<file path="src/rtl/piso_queue_write_scheduler_if.sv">
// Handshake bundle between the write requesters, the PISO write queue and the
// credit-based write scheduler.
interface piso_queue_write_scheduler_if #(
  parameter int numRequesters = 8,
  parameter int cntWidth      = 8
);
  logic                     enable;
  logic                     flush_req;
  logic [numRequesters-1:0] req_valid;
  logic [numRequesters-1:0] req_ready;
  logic [numRequesters-1:0] q_valid_in;
  logic                     q_pop;
  logic [cntWidth-1:0]      occupancy;
  logic [cntWidth-1:0]      credits;
  logic                     busy;
  logic                     flush_done;
  logic                     err_underflow;

  modport master (
    output enable, flush_req, req_valid, q_pop,
    input  req_ready, q_valid_in, occupancy, credits, busy, flush_done, err_underflow
  );

  modport slave (
    input  enable, flush_req, req_valid, q_pop,
    output req_ready, q_valid_in, occupancy, credits, busy, flush_done, err_underflow
  );
endinterface

</file>
<file path="src/rtl/piso_queue_write_scheduler.sv">
// Credit-based round-robin write scheduler in front of the PISO activation queue.
// Grants never exceed free slots; a flush stops granting and waits for the queue to drain.
module piso_queue_write_scheduler #(
  parameter int numRequesters     = 8,
  parameter int queueDepth        = 8,
  parameter int maxGrantsPerCycle = 4,
  parameter int cntWidth          = 8
) (
  input logic                    clk,
  input logic                    nrst,
  piso_queue_write_scheduler_if.slave bus
);
  localparam int PtrW = (numRequesters > 1) ? $clog2(numRequesters) : 1;
  localparam logic [cntWidth-1:0] DepthC = cntWidth'(queueDepth);
  localparam logic [cntWidth-1:0] MaxGC  = cntWidth'(maxGrantsPerCycle);

  typedef enum logic [1:0] {IDLE, RUN, DRAIN, DONE} state_e;

  state_e                   state_q;
  logic [cntWidth-1:0]      occ_q, occ_d;
  logic [cntWidth-1:0]      credits, limit, n_acc;
  logic [PtrW-1:0]          rr_ptr_q, rr_ptr_d, idx;
  logic [numRequesters-1:0] ready;
  logic                     busy_q, flush_done_q, err_q;
  logic                     grant_en, pop_eff;

  assign credits  = DepthC - occ_q;
  assign grant_en = (state_q == RUN) && bus.enable && !bus.flush_req;
  assign pop_eff  = bus.q_pop && (occ_q != '0);

  // Credits are the registered free count; a pop this cycle frees a slot only next cycle.
  always_comb begin
    ready    = '0;
    n_acc    = '0;
    idx      = '0;
    rr_ptr_d = rr_ptr_q;
    limit    = (credits < MaxGC) ? credits : MaxGC;
    if (grant_en) begin
      for (int k = 0; k < numRequesters; k++) begin
        idx = PtrW'((int'(rr_ptr_q) + k) % numRequesters);
        if (bus.req_valid[idx] && (n_acc < limit)) begin
          ready[idx] = 1'b1;
          n_acc      = n_acc + cntWidth'(1);
          rr_ptr_d   = PtrW'((int'(idx) + 1) % numRequesters);
        end
      end
    end
    occ_d = occ_q + n_acc - cntWidth'(pop_eff);
  end

  always_ff @(posedge clk or negedge nrst) begin
    if (!nrst) begin
      state_q      <= IDLE;
      occ_q        <= '0;
      rr_ptr_q     <= '0;
      busy_q       <= 1'b0;
      flush_done_q <= 1'b0;
      err_q        <= 1'b0;
    end else begin
      occ_q        <= occ_d;
      rr_ptr_q     <= rr_ptr_d;
      flush_done_q <= 1'b0;
      if (bus.q_pop && (occ_q == '0)) err_q <= 1'b1;
      case (state_q)
        IDLE: begin
          if (bus.flush_req) begin
            state_q      <= DONE;
            flush_done_q <= 1'b1;
          end else if (bus.enable) begin
            state_q <= RUN;
            busy_q  <= 1'b1;
          end
        end
        RUN: begin
          if (bus.flush_req) begin
            state_q <= DRAIN;
          end else if (!bus.enable) begin
            state_q <= IDLE;
            busy_q  <= 1'b0;
          end
        end
        DRAIN: begin
          if (occ_d == '0) begin
            state_q      <= DONE;
            busy_q       <= 1'b0;
            flush_done_q <= 1'b1;
          end
        end
        DONE: begin
          state_q <= IDLE;
        end
        default: begin
          state_q <= IDLE;
          busy_q  <= 1'b0;
        end
      endcase
    end
  end

  assign bus.req_ready     = ready;
  assign bus.q_valid_in    = bus.req_valid & ready;
  assign bus.occupancy     = occ_q;
  assign bus.credits       = credits;
  assign bus.busy          = busy_q;
  assign bus.flush_done    = flush_done_q;
  assign bus.err_underflow = err_q;
endmodule
</file>
<file path="src/flat_wrapper.sv">
// flat-port wrapper written by rule: the top's interface ports become plain ports
module piso_queue_write_scheduler_flat 
#(
  parameter int numRequesters     = 8,
  parameter int queueDepth        = 8,
  parameter int maxGrantsPerCycle = 4,
  parameter int cntWidth          = 8
)
  (clk, nrst, bus_enable, bus_flush_req, bus_req_valid, bus_q_pop, bus_req_ready, bus_q_valid_in, bus_occupancy, bus_credits, bus_busy, bus_flush_done, bus_err_underflow);
  piso_queue_write_scheduler_if #(.numRequesters(numRequesters), .cntWidth(cntWidth)) bus_i ();
  input logic clk;
  input logic nrst;
  input wire logic [$bits(bus_i.enable)-1:0] bus_enable;
  input wire logic [$bits(bus_i.flush_req)-1:0] bus_flush_req;
  input wire logic [$bits(bus_i.req_valid)-1:0] bus_req_valid;
  input wire logic [$bits(bus_i.q_pop)-1:0] bus_q_pop;
  output wire logic [$bits(bus_i.req_ready)-1:0] bus_req_ready;
  output wire logic [$bits(bus_i.q_valid_in)-1:0] bus_q_valid_in;
  output wire logic [$bits(bus_i.occupancy)-1:0] bus_occupancy;
  output wire logic [$bits(bus_i.credits)-1:0] bus_credits;
  output wire logic [$bits(bus_i.busy)-1:0] bus_busy;
  output wire logic [$bits(bus_i.flush_done)-1:0] bus_flush_done;
  output wire logic [$bits(bus_i.err_underflow)-1:0] bus_err_underflow;
  assign bus_i.enable = bus_enable;
  assign bus_i.flush_req = bus_flush_req;
  assign bus_i.req_valid = bus_req_valid;
  assign bus_i.q_pop = bus_q_pop;
  assign bus_req_ready = bus_i.req_ready;
  assign bus_q_valid_in = bus_i.q_valid_in;
  assign bus_occupancy = bus_i.occupancy;
  assign bus_credits = bus_i.credits;
  assign bus_busy = bus_i.busy;
  assign bus_flush_done = bus_i.flush_done;
  assign bus_err_underflow = bus_i.err_underflow;
  piso_queue_write_scheduler #(.numRequesters(numRequesters), .queueDepth(queueDepth), .maxGrantsPerCycle(maxGrantsPerCycle), .cntWidth(cntWidth)) u_core (.clk(clk), .nrst(nrst), .bus(bus_i));
endmodule
</file>
<file path="config.mk">
export PLATFORM = sky130hd
export DESIGN_NAME = piso_queue_write_scheduler_flat
export DESIGN_NICKNAME = d
export VERILOG_FILES = /design/src/rtl/piso_queue_write_scheduler_if.sv /design/src/rtl/piso_queue_write_scheduler.sv /design/src/flat_wrapper.sv
export SDC_FILE = /design/constraint.sdc
export NUM_CORES = 1
export LEC_CHECK = 0
export CAP_MARGIN = 20
export CORE_ASPECT_RATIO = 1.75
export CORE_MARGIN = 3
export CORE_UTILIZATION = 40
export DETAILED_ROUTE_END_ITERATION = 8
export RECOVER_POWER = 100
export SYNTH_ARGS = -nofsm -noshare
export SYNTH_HDL_FRONTEND = slang
export SYNTH_SLANG_ARGS = --single-unit
</file>
<file path="constraint.sdc">
create_clock -name clk -period 28.8 [get_ports clk]
set_input_delay 4.32 -clock clk [delete_from_list [all_inputs] [get_ports clk]]
set_output_delay 4.32 -clock clk [all_outputs]
set_load 0.02 [all_outputs]
</file>
Word level (Yosys, flattened, before mapping):

Index checks and enable logic that the tools add are counted.

* add/subtract/negate cells: 24
* $lt $le $gt $ge: 25
* equal/unequal tests: 10
* mux-type cells: 88
* bitwise gates (word level): 8
* reduce and logical (&&, ||, !) cells: 30

Operators with widths (number)
* 2-to-1 mux 8 bit: 32
* adder 8 x 1 -> 8 bit (second input constant): 7
* < comparator 8 bit: 7
* bitwise OR 8 bit: 7
* < comparator 3 x 4 -> 1 bit (second input constant): 8
* adder 3 x 1 -> 3 bit (second input constant): 8
* binary-select mux 1 bit (select 3 bit): 8
* demux 1 bit (select 3 bit): 8
* greater-or-equal comparator 3 x 1 -> 1 bit (second input constant): 8
* 2-to-1 mux 1 bit: 24
* 2-to-1 mux 3 bit: 8
* logical AND 1 bit: 20
* logical NOT 8 bit: 2
* nonzero test 8 bit: 2
* adder 3 bit (second input constant): 4
* 2-to-1 mux 2 bit: 5
* adder 8 bit: 1
* AND 8 bit: 1
* < comparator 1 x 8 -> 1 bit (first input constant): 1
* < comparator 8 x 3 -> 1 bit (second input constant): 1
* inequality test 2 bit (second input constant): 4
* one-hot mux 2 bit (4 select lines): 1
* subtractor 4 x 8 -> 8 bit (first input constant): 1
* subtractor 8 x 1 -> 8 bit: 1
* 13 further kinds: 16

* register bits after elaboration: 16
* input port bits: 13
* output and inout bits: 35

Depth between registers and ports, before layout:

Gate-level depths: netlist of the first run.

* depth in word-level cells: 40
* mapped depth: 74

Worst setup path after synthesis of the first run:

No wires, ideal clock.

* path type: in2out
* start: input bus_req_valid[3]
* end: output bus_req_ready[3]
* arrival time: 15785 ps
* setup slack: 8695 ps
* stages: 53
* buffers on the path: 0
* path through: mux4_2 > mux2_2 > inv_1 > nand2_1 > a31oi_1 > ha_1 > nand2b_1 > a21oi_1 > inv_1 > a41o_1 > mux2i_1 > ha_1 > or4b_1 > or3_1 > o41ai_2 > o21a_1 > mux2_2 > ha_1 > [... 17 more ...] > o211ai_1 > mux2i_1 > o21ai_0 > xor2_1 > inv_1 > ha_1 > a21o_1 > a21o_1 > a21o_1 > a21o_1 > a221o_1 > a21oi_1 > o211ai_1 > mux2i_1 > o21ai_0 > a31oi_1 > nor2_1 > a211oi_1

* longest elaborated chain between the ends: 33
* elaborated cells between the ends (all ways): 74

RTL lines
* start: declaration: RTL line flat_wrapper.sv:15 `input wire logic [$bits(bus_i.req_valid)-1:0] bus_req_valid;`
* binary-select mux 1 bit (select 3 bit): RTL line piso_queue_write_scheduler.sv:41 `if (bus.req_valid[idx] && (n_acc < limit)) begin`
* 2-to-1 mux 1 bit (not written as such): RTL line piso_queue_write_scheduler.sv:41
* logical AND 1 bit: RTL line piso_queue_write_scheduler.sv:41
* 2-to-1 mux 1 bit: RTL line piso_queue_write_scheduler.sv:41
* 2-to-1 mux 8 bit: RTL line piso_queue_write_scheduler.sv:38 `if (grant_en) begin`
* < comparator 8 bit: RTL line piso_queue_write_scheduler.sv:41
* logical AND 1 bit: RTL line piso_queue_write_scheduler.sv:41
* 2-to-1 mux 8 bit: RTL line piso_queue_write_scheduler.sv:41
* [... 17 more ...]
* < comparator 8 bit: RTL line piso_queue_write_scheduler.sv:41
* logical AND 1 bit: RTL line piso_queue_write_scheduler.sv:41
* 2-to-1 mux 8 bit: RTL line piso_queue_write_scheduler.sv:41
* 2-to-1 mux 8 bit: RTL line piso_queue_write_scheduler.sv:38
* < comparator 8 bit: RTL line piso_queue_write_scheduler.sv:41
* logical AND 1 bit: RTL line piso_queue_write_scheduler.sv:41
* 2-to-1 mux 8 bit *: RTL line piso_queue_write_scheduler.sv:41
* 2-to-1 mux 8 bit *: RTL line piso_queue_write_scheduler.sv:38
* end: declaration: RTL line flat_wrapper.sv:17 `output wire logic [$bits(bus_i.req_ready)-1:0] bus_req_ready;`

Every way passes the cells marked *; elsewhere a longest branch is shown, timed or not. The select of a mux whose other input is x is not followed.

Worst setup path in the final report of the first run:

* start: input bus_req_valid[2]
* end: output bus_req_ready[0]

The elaborated chain is that of the path after synthesis.

==> results of run 1 <==
[metrics by stage]
stage	instances	hold slack (ps)	worst slack (ps)	cell area [um2]	utilization, %
6_report	648	468	5010	4510	49.0
5_1_grt	648	490	3960	4510	49.0
4_1_cts	647	468	5610	4520	49.1
3_5_place_dp	644	458	5670	4450	48.3
3_3_place_gp	644	454	5810	4450	48.3
2_1_floorplan	491	500	8700	3900	-
[worst max-delay path by stage]
stage / from / endpoint / slack (ps) / cells after the start
2_1_floorplan: bus_req_valid[3] / bus_req_ready[3] / 8700 / 53
3_3_place_gp: bus_req_valid[3] / bus_req_ready[3] / 5810 / 54
3_5_place_dp: bus_req_valid[2] / bus_q_valid_in[0] / 5670 / 54
4_1_cts: bus_req_valid[2] / bus_req_ready[0] / 5610 / 54
5_1_grt: bus_req_valid[2] / bus_req_ready[0] / 3960 / 54
6_report: bus_req_valid[2] / bus_req_ready[0] / 5010 / 54
[cells by family after synthesis]
logic type | count (synthesis) | share of synthesized area, %
muxes | 31 | 11.9
buffers and inverters | 64 | 7.06
AOI/OAI and AO/OA | 138 | 27.3
and+or+nand+nor | 146 | 18.5
adders and majority gates | 56 | 18.4
other | 2 | 0.195
DFF | 16 | 10.4
xor gates and xnor gates | 23 | 6.22
[layout make-up]
cell class,instances,area (um2),area share [%]
multi-input cells,411,3210,71.2
repair buffers,50,493,10.9
flip-flops and latches,16,400,8.88
inverters,48,183,4.05
well taps,120,150,3.33
clock buffers,3,75.1,1.66
[cells in the mapped netlist (5+ instances only)]
cell	count
ha_1	55
inv_1	43
nor2_1	38
nand2_1	37
a21oi_1	25
o21ai_0	18
nor3_1	17
dfrtp_1	16
xnor2_1	14
nand3_1	12
a21o_1	11
mux2i_1	11
a31oi_1	10
mux4_2	10
mux2_2	9
clkbuf_1	8
nor4_1	8
nand2b_1	7
o211ai_1	7
xor2_1	7
a211oi_1	6
nand4_1	6
o21bai_1	5
o31ai_1	5
[critical path: cells and delay by family]
kind	cells	cell delay, ps
fa+ha+maj	6	1640
buf+inv	6	1700
mux	7	2460
simple gates	13	3180
compound gates	22	6160
[flip-flops by register name (all words and copies together), names as in the netlist]
signal and count:
u_core.rr_ptr_q 3, u_core.bus.occupancy 8, u_core.bus.flush_done 1, u_core.bus.err_underflow 1, u_core.state_q 2, u_core.bus.busy 1
[metal layers]
layer / track usage [%] / vias up / part of all wire (%)
li1: - / 1877 / -
met1: 24.2 / 1821 / 39
met2: 40.7 / 105 / 55
met5: 0 / - / 0
met3: 0.866 / 28 / 2.7
met4: 8.46 / 0 / 4.2
==> summary.md, run 1 <==
| Metric | Value |
|---|---|
| Outcome | complete, no violations |
| Clock Skew | 2.29 ps |
| Initial Util | 41.7% |
| CP max-delay cell | dlygate4sd3_1 |
| Global-route wire length before repair | 18.7 mm |
| CP Capture Type | output port |
| Critical path fanouts, max | 15 |
| Setup TNS | 0 ps |
| Ys async rst share | 100% |
| Final Net Count | 599 |
| Initial DRC count | 342 |
| CP max stage delay | 700 ps |
| Avg WL per Cell | 17.7 um |
| Chip Height | 136 um |
| EDFF count, synth | 0 |
| Ant diodes | 0 |
| Commonest non-fill, non-tap cell in the layout | ha_1 |
| Hold/Removal Path Class | reg2reg |
| Synth unique cells | 75 |
| # rows | 46 |
| CTS tree | done |
| CTS hold repair buffers | 0 |
| Hold_sp | u_core.bus.err_underflow |
| Clock slew seen by the registers of the worst setup and hold paths | 40 ps |
| Relative slew margins | 19.8% |
| Max Cap Viol | 0 |
| Hold depth | 1 |
| Hold Path Sink | u_core.bus.err_underflow |
| Clk buf depth | 2 |
| Synth warn | 0 |
| Worst Setup Start Kind | input pin |
| Fill count | 921 |
| Top FF cell, synth | dfrtp_1 |
| Maximum clock frequency | 42.0 MHz |
| Average size of a mapped cell | 8.07 um2 |
| Gr usage total | 21.4% |
| Die W | 80.1 um |
| Root Driver | clkbuf_16 |
| Commonest non-fill, non-tap cells in the layout | ha_1, inv_1, nor2_1 |
| Vias in the first global route | 3844 |
| Num CTS Buffers | 3 |
| Post-synthesis sequential area ratio | 10.4% |
| Mapped Area | 3840 um2 |
| Initial antenna violation count | 0 |
| Synth Register Bits | 16 |
| Unrepaired setup endpoints after global routing | false |
| Mapped Cells | 476 |
| Worst r2r src | u_core.bus.occupancy[0] |
| Worst EP required | 24480 ps |
| Via density | 5.91 |
| Sink Count | 16 |
| Area of the core | 9210 um2 |
| Synthesis-to-layout area growth | 17.4% |
| Share of the synthesized area in the top cell type | 17.9% |
| Largest net degree at the start of global routing | 26 |
| Final setup vio count | 0 |
| Post_cts resized | 0 |
| Crit-path most repeated cell | ha_1 |
| CP arrival | 19470 ps |
| IO buf count | 47 |
| Final hold violation count | 0 |
| Hpwl dp | 9.60 mm |
| Top post-synthesis cells by area | ha_1, dfrtp_1, mux4_2, inv_1, nor2_1 |
| Reg2reg end | u_core.state_q[1] |
| WL final | 11.5 mm |
| Die Footprint | 10900 um2 |
| Reg2Reg Depth | 68 |
| Via count | 3831 |
| Area leader, netlist | ha_1 |
| Tcrit/Tclk final | 82.6% |
| Grt ovf | 0 |
| Global placement routability congestion | 0.924 |
| Max Slew Vio Count | 0 |
| Critical path class | in2out |
| # IOs | 48 |
| Post-route ant nets | 0 |
| DRC viols | 0 |
| TritonRoute pass-1 iters | 5 |
| Reg2Reg Setup Slack | 11030 ps |
| Setup Buffers After CTS | 0 |
| Skew-Pair Late Insertion Delay | 240 ps |
| H-tree lvl count | 1 |
| Min cycle time layout | 23790 ps |
| Worst-margin pin slew | 1200 ps |
| Share of layout cells above drive strength 1 | 7.95% |
Power of run 1 is left out: the tool's default activity adds up to more than one toggle a clock period on the data nets, which glitch-free logic cannot reach.
==> run 2: changes to the inputs <==
clock period = 24.4 ns   (was 28.8 ns; I/O delays follow)
==> summary.md, run 2 (synthesis gave the netlist of run 1 again) <==
| Metric | Value |
|---|---|
| Root Driver | clkbuf_16 (unchanged) |
| Sink Count | 16 (unchanged) |
| Via density | 5.90 (was 5.91) |
| Hold_ws | 459 ps (was 468 ps) |
| Worst EP required | 20740 ps (was 24480 ps) |
| Die W | 80.1 um (unchanged) |
| CTS tree | done (unchanged) |
| Worst Path Buf+Inv | 6 (unchanged) |
| Grt ovf | 0 (unchanged) |
| Hpwl dp | 9.58 mm (was 9.60 mm) |
| Crit-path most repeated cell | ha_1 (unchanged) |
| Tcrit/Tclk final | 92.2% |
| Min cycle time layout | 22510 ps |
| Global placement routability congestion | 0.925 (was 0.924) |
| Worst Setup Start Kind | input pin (unchanged) |
| Ant diodes | 0 (unchanged) |
| Flip-flop count of the largest register after layout | 8 (unchanged) |
| Final Net Count | 598 (was 599) |
| CTS hold repair buffers | 0 (unchanged) |
| CP delay by family, top | compound AO/OA/AOI/OAI gates (unchanged) |
| Hold/Removal Path Class | reg2reg (unchanged) |
| Worst-margin pin slew | 1300 ps (was 1200 ps) |
| Chip Height | 136 um (unchanged) |
| Area of the multi-input gates | 3210 um2 (unchanged) |
| Maximum clock frequency | 44.4 MHz |
| Via count | 3817 (was 3831) |
| Largest net degree at the start of global routing | 26 (unchanged) |
| Commonest non-fill, non-tap cells in the layout | ha_1, inv_1, nor2_1 (unchanged) |
| Vias in the first global route | 3846 (was 3844) |
| IO buf count | 47 (unchanged) |
| TritonRoute pass-1 iters | 5 (unchanged) |
| Commonest non-fill, non-tap cell in the layout | ha_1 (unchanged) |
| # rows | 46 (unchanged) |
| H-tree lvl count | 1 (unchanged) |
| Setup Buffers After CTS | 0 (unchanged) |
| DRC viols | 0 (unchanged) |
| Critical path class | in2out (unchanged) |
| Critical path fanouts, max | 15 (unchanged) |
| WL final | 11.6 mm (was 11.5 mm) |
| Post-route ant nets | 0 (unchanged) |
| CP arrival | 18850 ps (was 19470 ps) |
| Max Cap Viol | 0 (unchanged) |
| CP Capture Type | output port (unchanged) |
| # IOs | 48 (unchanged) |
| Unrepaired setup endpoints after global routing | false (unchanged) |
| Outcome | complete, no violations (unchanged) |
| Global-route wire length before repair | 18.9 mm (was 18.7 mm) |
| Area of the core | 9210 um2 (unchanged) |
| Place WS | 2460 ps (was 5670 ps) |
| Post_cts resized | 0 (unchanged) |
| Initial Util | 41.7% (unchanged) |
| Register area | 400 um2 (unchanged) |
| Num CTS Buffers | 3 (unchanged) |
| Initial antenna violation count | 0 (unchanged) |
| Die Footprint | 10900 um2 (unchanged) |
| Clock Skew | 1.89 ps (was 2.29 ps) |
| Final hold violation count | 0 (unchanged) |
| Clk buf depth | 2 (unchanged) |
| Gr usage total | 21.6% (was 21.4%) |
| Final setup vio count | 0 (unchanged) |
| Avg WL per Cell | 17.9 um (was 17.7 um) |
| Relative slew margins | 13.5% (was 19.8%) |
| End-of-flow core utilization | 48.9% (was 49.0%) |
| Initial DRC count | 335 (was 342) |
| Setup TNS | 0 ps (unchanged) |
| Max Slew Vio Count | 0 (unchanged) |
| Setup ws final | 1890 ps (was 5010 ps) |
| Share of layout cells above drive strength 1 | 7.97% (was 7.95%) |
| Fill count | 925 (was 921) |
| Synthesis-to-layout area growth | 17.2% (was 17.4%) |
| Clock slew seen by the registers of the worst setup and hold paths | 50 ps (was 40 ps) |
| Skew-Pair Late Insertion Delay | 240 ps (about the same) |
| CP max-delay cell | dlygate4sd3_1 (unchanged) |
| CP max stage delay | 720 ps (was 700 ps) |
[run 2: changes by cell type in the layout (fill, tap and decap cells not counted)]
cell	delta
buf_4	-1
mux2_2	+1
mux2_1	-1
[run 2: final timing paths]
path                                          start                        to  slack (ps)  depth (start not counted)
setup / recovery                   bus_req_valid[2]          bus_req_ready[3]        1890                         53
hold / removal             u_core.bus.err_underflow  u_core.bus.err_underflow         460                          1
setup reg to reg            u_core.bus.occupancy[0]         u_core.state_q[1]        6480                         67
hold reg to reg            u_core.bus.err_underflow  u_core.bus.err_underflow         460                          1
max in group asynchronous                      nrst   u_core.bus.occupancy[2]       20030                          1
min in group asynchronous                      nrst           u_core.bus.busy        3920                          1
[run 2: metrics by stage]
step,area [um2],cells
after floorplan,3900,491
after global placement,4450,644
after detailed placement,4450,644
after CTS,4520,647
after global routing,4500,647
final,4500,647
[run 2: cell type report]
class                      instances  area share (%)
inverter                          48            4.06
clock buffer                       3            1.67
multi-input combinational        411            71.3
timing repair buffer              49            10.8
sequential                        16            8.89
tap                              120            3.33
[run 2: layer usage]
layer	track usage (%)	up-vias	wire, um
li1	-	1869	-
met4	8.27	0	499
met1	24.6	1831	4530
met3	0.866	28	274
met2	41.3	89	6270
met5	0	-	0
Power of run 2 is left out for the same reason.
